$ cat config.mk
export PLATFORM = sky130hd
export DESIGN_NAME = minmax_tree_pipe
export DESIGN_NICKNAME = d
export VERILOG_FILES = /design/src/rtl/minmax_pkg.sv /design/src/rtl/minmax_node.sv /design/src/rtl/minmax_tree_pipe.sv
export SDC_FILE = /design/constraint.sdc
export NUM_CORES = 1
export LEC_CHECK = 0
export ABC_AREA = 0
export BUFFER_PORTS_ARGS = -buffer_cell sky130_fd_sc_hd__buf_2
export CAP_MARGIN = 25
export CORE_UTILIZATION = 50
export DETAILED_ROUTE_END_ITERATION = 8
export PLACE_DENSITY = 0.7
export SLEW_MARGIN = 20
export SYNTH_ARGS = -nofsm -noshare
export SYNTH_HDL_FRONTEND = slang
export SYNTH_SLANG_ARGS = --single-unit
$ cat constraint.sdc
create_clock -name clk -period 2.9 [get_ports clk]
set_clock_uncertainty 0.15 [all_clocks]
set_input_delay 0.58 -clock clk [delete_from_list [all_inputs] [get_ports clk]]
set_output_delay 0.58 -clock clk [all_outputs]
set_load 0.03 [all_outputs]
$ cat src/rtl/minmax_pkg.sv
// Shared constants and helpers for the min/max tree.
// MINMAX_SIGNED_EN selects two's-complement lanes and signed pad identities.
package minmax_pkg;

  localparam logic MODE_MIN = 1'b0;
  localparam logic MODE_MAX = 1'b1;

  localparam int unsigned PAD_MAX_W = 64;

`ifdef MINMAX_SIGNED_EN
  localparam logic SIGNED_EN = 1'b1;
`else
  localparam logic SIGNED_EN = 1'b0;
`endif

  function automatic int unsigned clog2_min1(input int unsigned n);
    int unsigned r;
    r = 0;
    while ((64'd1 << r) < 64'(n)) r++;
    return (r == 0) ? 32'd1 : r;
  endfunction

  // Identity for the selected reduction; callers truncate to their lane width.
  function automatic logic [PAD_MAX_W-1:0] pad_identity(input logic mode, input int unsigned w);
    logic [PAD_MAX_W-1:0] v;
    v = '0;
    for (int unsigned i = 0; i < PAD_MAX_W; i++) begin
      if (i + 1 < w)
        v[i[5:0]] = (mode == MODE_MIN);
      else if (i + 1 == w)
        v[i[5:0]] = SIGNED_EN ? (mode == MODE_MAX) : (mode == MODE_MIN);
    end
    return v;
  endfunction

endpackage

$ cat src/rtl/minmax_node.sv
// Combinational two-input min/max compare; ties keep input a (the lower index).
// MINMAX_SIGNED_EN switches the compare to two's-complement.
module minmax_node
  import minmax_pkg::*;
#(
  parameter int unsigned DATA_W = 8,
  parameter int unsigned IDX_W  = 2
) (
  input  logic              mode,
  input  logic [DATA_W-1:0] a_data,
  input  logic [IDX_W-1:0]  a_idx,
  input  logic [DATA_W-1:0] b_data,
  input  logic [IDX_W-1:0]  b_idx,
  output logic [DATA_W-1:0] y_data,
  output logic [IDX_W-1:0]  y_idx
);

  logic b_lt;
  logic b_gt;
  logic take_b;

  always_comb begin
`ifdef MINMAX_SIGNED_EN
    b_lt = $signed(b_data) < $signed(a_data);
    b_gt = $signed(b_data) > $signed(a_data);
`else
    b_lt = b_data < a_data;
    b_gt = b_data > a_data;
`endif
    take_b = (mode == MODE_MAX) ? b_gt : b_lt;
    y_data = take_b ? b_data : a_data;
    y_idx  = take_b ? b_idx : a_idx;
  end

endmodule

$ cat src/rtl/minmax_tree_pipe.sv
// Pipelined NUM_IN-lane min/max selector with valid/ready handshake.
// MINMAX_SIGNED_EN builds a signed variant (see minmax_pkg / minmax_node).
module minmax_tree_pipe
  import minmax_pkg::*;
#(
  parameter int unsigned DATA_W = 8,
  parameter int unsigned NUM_IN = 4,
  localparam int unsigned LEVELS = clog2_min1(NUM_IN),
  localparam int unsigned IDX_W  = clog2_min1(NUM_IN)
) (
  input  logic                     clk,
  input  logic                     rst,
  input  logic                     in_valid,
  output logic                     in_ready,
  input  logic                     in_mode,
  input  logic [NUM_IN*DATA_W-1:0] in_data,
  output logic                     out_valid,
  input  logic                     out_ready,
  output logic [DATA_W-1:0]        out_data,
  output logic [IDX_W-1:0]         out_idx
);

  localparam int unsigned PADN  = 32'd1 << LEVELS;
  localparam int unsigned NODES = PADN - 1;

  logic              adv;
  logic [DATA_W-1:0] lane_data [PADN];
  logic [IDX_W-1:0]  lane_idx  [PADN];
  // Node registers stored flat, level by level: level l starts at PADN - (PADN >> (l-1)).
  logic [DATA_W-1:0] nxt_data  [NODES];
  logic [IDX_W-1:0]  nxt_idx   [NODES];
  logic [DATA_W-1:0] node_data [NODES];
  logic [IDX_W-1:0]  node_idx  [NODES];
  logic [LEVELS-1:0] vld;

  assign adv      = !(out_valid && !out_ready);
  assign in_ready = adv;

  for (genvar k = 0; k < PADN; k++) begin : g_lane
    assign lane_idx[k] = IDX_W'(k);
    if (k < NUM_IN) begin : g_real
      assign lane_data[k] = in_data[k*DATA_W +: DATA_W];
    end else begin : g_pad
      assign lane_data[k] = DATA_W'(pad_identity(in_mode, DATA_W));
    end
  end

  // Mode of the sample held in levels 1..LEVELS-1; the last level needs none.
  if (LEVELS > 1) begin : g_mode
    logic [LEVELS-2:0] md;
    always_ff @(posedge clk) begin
      if (rst)
        md <= '0;
      else if (adv)
        md <= (LEVELS-1)'({md, in_mode});
    end
  end

  for (genvar l = 1; l <= LEVELS; l++) begin : g_lvl
    localparam int unsigned CNT = PADN >> l;
    localparam int unsigned OFF = PADN - (PADN >> (l - 1));
    logic lvl_mode;

    if (l == 1) begin : g_m_in
      assign lvl_mode = in_mode;
    end else begin : g_m_reg
      assign lvl_mode = g_mode.md[l-2];
    end

    for (genvar j = 0; j < CNT; j++) begin : g_node
      logic [DATA_W-1:0] a_data;
      logic [DATA_W-1:0] b_data;
      logic [IDX_W-1:0]  a_idx;
      logic [IDX_W-1:0]  b_idx;

      if (l == 1) begin : g_src_in
        assign a_data = lane_data[2*j];
        assign b_data = lane_data[2*j+1];
        assign a_idx  = lane_idx[2*j];
        assign b_idx  = lane_idx[2*j+1];
      end else begin : g_src_reg
        localparam int unsigned SRC = OFF - 2 * CNT + 2 * j;
        assign a_data = node_data[SRC];
        assign b_data = node_data[SRC+1];
        assign a_idx  = node_idx[SRC];
        assign b_idx  = node_idx[SRC+1];
      end

      minmax_node #(
        .DATA_W(DATA_W),
        .IDX_W (IDX_W)
      ) u_node (
        .mode  (lvl_mode),
        .a_data(a_data),
        .a_idx (a_idx),
        .b_data(b_data),
        .b_idx (b_idx),
        .y_data(nxt_data[OFF+j]),
        .y_idx (nxt_idx[OFF+j])
      );
    end
  end

  always_ff @(posedge clk) begin
    if (rst) begin
      vld       <= '0;
      node_data <= '{default: '0};
      node_idx  <= '{default: '0};
    end else if (adv) begin
      vld       <= LEVELS'({vld, in_valid});
      node_data <= nxt_data;
      node_idx  <= nxt_idx;
    end
  end

  assign out_valid = vld[LEVELS-1];
  assign out_data  = node_data[NODES-1];
  assign out_idx   = node_idx[NODES-1];

endmodule

Yosys cells after proc, flatten, opt, wreduce, memory -nomap -nowiden
Cells that the tools add are included.
{"block": "classes", "n_shift": 0, "div": 0, "eq_ne": 0, "mux": 9, "order_cmp": 6, "bitwise_logic": 0, "n_mul": 0, "addsub": 0, "n_reduce_logical": 3}
{"cell": "$gt 8x8->1", "n": 3}
{"cell": "$lt 8x8->1", "n": 3}
{"cell": "$mux 8", "n": 3}
{"cell": "$mux 1", "n": 5}
{"cell": "$logic_not 1->1", "n": 2}
{"cell": "$mux 2", "n": 1}
{"cell": "$logic_and 1x1->1", "n": 1}
{"block": "totals", "input_bits": 37, "memories": 0, "out_inout_bits": 12, "latchBits": 0, "elab_cells": 26, "romBits": 0, "reg_bits": 33, "ramBits": 0}

Logic depth before layout (Yosys ltp)
{"block": "depth", "depth_word": 3, "mapped_depth": 7, "depth_no_buf": 7}

Cells and area by module
From an unflattened synthesis, not the netlist that was laid out.
{"block": "unflattened", "cells_unflattened": 277, "hier_area_um2": 2797.7}
{"mod": "minmax_tree_pipe", "cells_each": 151, "area_each_um2": 1615.3, "n_inst": 1}
{"mod": "minmax_node", "cells_each": 42, "area_each_um2": 394.1, "n_inst": 3}

Least setup slack after synthesis
OpenSTA, ideal clock, no wires.
{"block": "synth_timing", "kind": "input-to-reg", "from": "input in_data[23]", "to": "register node_data, in the netlist g_lvl[2].g_node[0].b_data[1]", "slack_ns": 0.619, "cell_stages": 6, "required_time_ns": 2.629, "t_arrival_ns": 2.010, "cell_sequence": "inv_1 -> ha_1 -> a41oi_1 -> o21ai_1 -> o311ai_4 -> mux2_2"}
{"block": "synth_between", "elab_chain_len": 3, "elab_cells_between_ends": 4}
{"element": "start: declaration", "line_no": "minmax_tree_pipe.sv:16", "rtl": "input logic [NUM_IN*DATA_W-1:0] in_data,"}
{"element": "$lt 8x8->1 or $gt 8x8->1 (tied branches)", "line_no": "minmax_node.sv:27, minmax_node.sv:28"}
{"element": "$mux 1 *", "line_no": "minmax_node.sv:30", "rtl": "take_b = (mode == MODE_MAX) ? b_gt : b_lt;"}
{"element": "$mux 8 *", "line_no": "minmax_node.sv:31", "rtl": "y_data = take_b ? b_data : a_data;"}
{"element": "end signal: assignment", "line_no": "minmax_tree_pipe.sv:111", "rtl": "node_data <= nxt_data;"}
{"element": "end: declaration", "line_no": "minmax_tree_pipe.sv:32", "rtl": "logic [DATA_W-1:0] node_data [NODES];"}
Mark *: on every way between the ends. The rest lies on a longest branch, timed or not.
A chain may end at the register's enable or synchronous reset.

Worst setup path after layout
{"block": "layout_timing", "from": "input in_data[1]", "to": "register node_data, in the netlist g_lvl[2].g_node[0].a_data[4]"}
The elaborated chain is that of the path after synthesis.

==> impl_metrics.csv <==
group,metric,value,unit
setup_path,cp_slowest_stage_delay,410,ps
min_path,hold_path_class,"register to register",
timing,grt_setup_unrepaired,"no",
global_route,antenna_found_initial,0,
final_layout,fin_nets,415,
setup_path,start_kind,"input port",
pwr,p_int,841.1,uW
setup_path,rr_worst_depth,7,
global_route,grt_overflow,0,
timing,fin_setup_tns,0,ps
pwr,swShare,33.64,%
global_route,grt_pass1_wl,8997,um
synthesis,yosys_warnings,0,
route,routed_wl,5421,um
clock_network,path_clk_slew,60,ps
synthesis,yosysTopAreaCellShare,26.95,%
setup_path,critPathLaunch,"in_data[1]",
route,ant_nets,0,
timing,slew_headroom,69.09,%
pwr,power_leakage,0.001328,uW
floorplan,chipHeight,70.96,um
clock_network,cts_hold_buf,0,
route,dr_wl_met2,2566,um
clock_network,clock_sinks,32,
global_route,grt_pass1_vias,2059,
route,post_drt_wl_per_cell,13.35,um
pwr,p_comb_share,33.5,%
timing,slew_violations,0,
global_route,grt_max_degree,56,
route,wl_met3,206,um
setup_path,r2r_end,"out_data[3]",
synthesis,ys_types,28,
setup_path,end_kind,"register",
setup_path,regToRegSetupSlack,610,ps
timing,fin_crit_sh,79.69,%
setup_path,cp.required,2920,ps
clock_network,cts_resized,0,
final_layout,stdcell_area,2728,um^2
setup_path,critPathKind,"input port to register",
setup_path,cp_top_family,"compound AO/OA/AOI/OAI gates",
route,drc,0,
synthesis,avgSynthCellArea,7.619,um^2
place,io_buffers,48,
place,gp_congestion,0.8231,
floorplan,rows,24,
pwr,power_frac_clock,24.9,%
run_status,status,"finished, final reports clean",
synthesis,synth_area,2377,um^2
place,dp_hpwl,4229,um
clock_network,cts_setup_buffers,0,
setup_path,cp_max_fo,7,
place,dp_cells,399,
timing,fmax,432.7,MHz
route,vias,2239,
floorplan,die_area,5035,um^2
synthesis,synthesis.instances,312,
clock_network,htree_levels,2,
pwr,power.sequential.fraction,41.6,%
setup_path,endpoint,"g_lvl[2].g_node[0].a_data[4]",
route,drt-initial-drc-count,124,
timing,tightest_slew,462.5,ps
floorplan,core,4474,um^2
setup_path,path_depth,8,
final_layout,stdcell_count,406,
clock_network,clock_path_buffers,2,
setup_path,critical_path.cell_chain,"buf_2 -> inv_1 -> ha_1 -> nor2b_1 -> o211ai_1 -> a21oi_1 -> o211ai_2 -> mux2_2",
clock_network,cts_buffers,5,
floorplan,die_w,70.96,um
route,viasPerCell,5.515,
synthesis,synthTopCellsByArea,"dfxtp_1 27%, a21oi_1 14%, ha_1 13%, mux2_2 11%, nor2_1 8.8%",
pwr,power.switching,426.4,uW
pwr,power.total,1267,uW
synthesis,ys_seq_area_share,26.95,%
place,dpl_cell_area,2650,um^2
pwr,powerDensity,464.7,nW/um^2
timing,hold_violations,0,
final_layout,antennaDiodeCount,0,
setup_path,critPathSlowestCell,"o211ai_2",
route,highest_layer,"met4",
pwr,ir_drop,0.3488,mV
run,drv_cap,0,
clock_network,clkLatencyLatePin,280,ps
route,firstDrtPassIters,8,
setup_path,crit_arrival,2330,ps
setup_path,r2r-start,"g_lvl[2].g_node[0].a_data[7]",
clock_network,cts_tree,"yes",
synthesis,syn-num-nets,373,
global_route,track_usage,22.61,%
timing,setup_violations,0,
floorplan,ios,49,
synthesis,synth.largest_area_cell,"dfxtp_1",
floorplan,start_util,53.13,%
final_layout,syn_to_final_growth,14.74,%
route,wl_met1,2590,um
timing,period_minus_slack,2311,ps
synthesis,ys_seq_elements,32,
setup_path,cp_num_buf_inv,2,
final_layout,drive_gt1_share,24.01,%
clock_network,root_buffer,"clkbuf_8",
[stage by stage]
| step | worst slack (ps) | hold slack, ps | utilization (%) |
|---|---|---|---|
| finish | 589.0 | 324.2 | 60.96 |
| global route | 477.4 | 351.1 | 60.96 |
| CTS | 602.6 | 328.9 | 60.96 |
| detailed placement | 337.8 | 321.6 | 59.23 |
| global placement | 345.7 | 291.6 | 59.23 |
| floorplan | 619.4 | 282.2 | - |
[sequential cells by signal (all words and copies together), names as in the netlist]
register / count
g_lvl.lvl_mode: 1
out_data: 8
g_lvl.g_node.a_data: 8
g_lvl.g_node.b_data: 8
out_idx: 2
g_lvl.g_node.a_idx: 1
g_lvl.g_node.b_idx: 2
vld: 2
[power by group through the flow]
stage	Clock (uW)	Combinational [uW]	Sequential (uW)
floorplan	0	276	565
global placement	0	415	537
detailed placement	0	425	536
CTS	326	427	527
global route	345	470	533
finish	315	425	527
[cell type report]
type,count,area [um^2]
clock buffer,6,72.57
fill,435,1747
clock inverter,1,5.005
multi-input combinational,236,1564
tap,52,65.06
timing repair buffer,51,275.3
inverter,28,105.1
sequential,32,640.6
[cells in the mapped netlist]
master	number
a211o_1	3
a21oi_1	65
a41o_1	1
a41oi_1	1
and2_1	17
and3_1	1
buf_1	1
buf_2	6
clkbuf_1	9
dfxtp_1	32
ha_1	24
inv_1	28
mux2_1	1
mux2_2	24
nand2_1	14
nand2b_1	2
nand4_1	6
nor2_1	56
nor2b_1	4
o211a_1	1
o211ai_1	5
o211ai_2	2
o211ai_4	1
o21ai_0	4
o21ai_1	1
o311a_1	1
o311ai_4	1
or2_1	1
[how the worst min path moves through the flow]
stage / startpoint / end / slack, ps / cells past startpoint
final: vld[0] / vld[0] / 320 / 2
after floorplan: vld[0] / vld[0] / 280 / 2
after global placement: vld[0] / vld[0] / 290 / 2
after global routing: vld[0] / vld[0] / 350 / 2
after CTS: vld[0] / vld[0] / 330 / 2
after detailed placement: g_lvl[2].g_node[0].b_idx[1] / g_lvl[2].g_node[0].b_idx[1] / 320 / 2
[logic make-up after synthesis]
family / Yosys count / synth area share, %
DFF: 32 / 26.95
muxes: 25 / 11.84
AOI/OAI and AO/OA: 86 / 22.11
and+or+nand+nor: 101 / 19.21
buffers and inverters: 44 / 7.263
adders and majority gates: 24 / 12.63
[routing by layer]
metal,GRT usage (%),vias to the layer above
li1,-,1149
met1,28.48,1034
met2,39.32,49
met3,4.986,7
met4,5.556,0
met5,0,-
[worst reg2reg max path: stages (launching register included)]
cell and delay (ps):
dfxtp_1 330, inv_1 70, ha_1 330, a21oi_1 160
o21ai_0 130, or2_1 260, o211ai_4 370, mux2_2 390
[cell usage in the layout (no fill, tap or decap), types with 2 or more instances in the layout]
cell,netlist,layout
and2_1,17,17
nand4_1,6,6
o21ai_0,4,4
clkbuf_8,0,5
buf_2,6,48
nand2_1,14,14
ha_1,24,24
nor2_1,56,56
nand2b_1,2,2
inv_1,28,28
a21oi_1,65,65
o211ai_2,2,2
dfxtp_1,32,32
buf_4,0,2
nor2b_1,4,4
mux2_2,24,24
o211ai_1,5,5
a211o_1,3,3
Note: power is estimated with default switching activity, not from simulation.
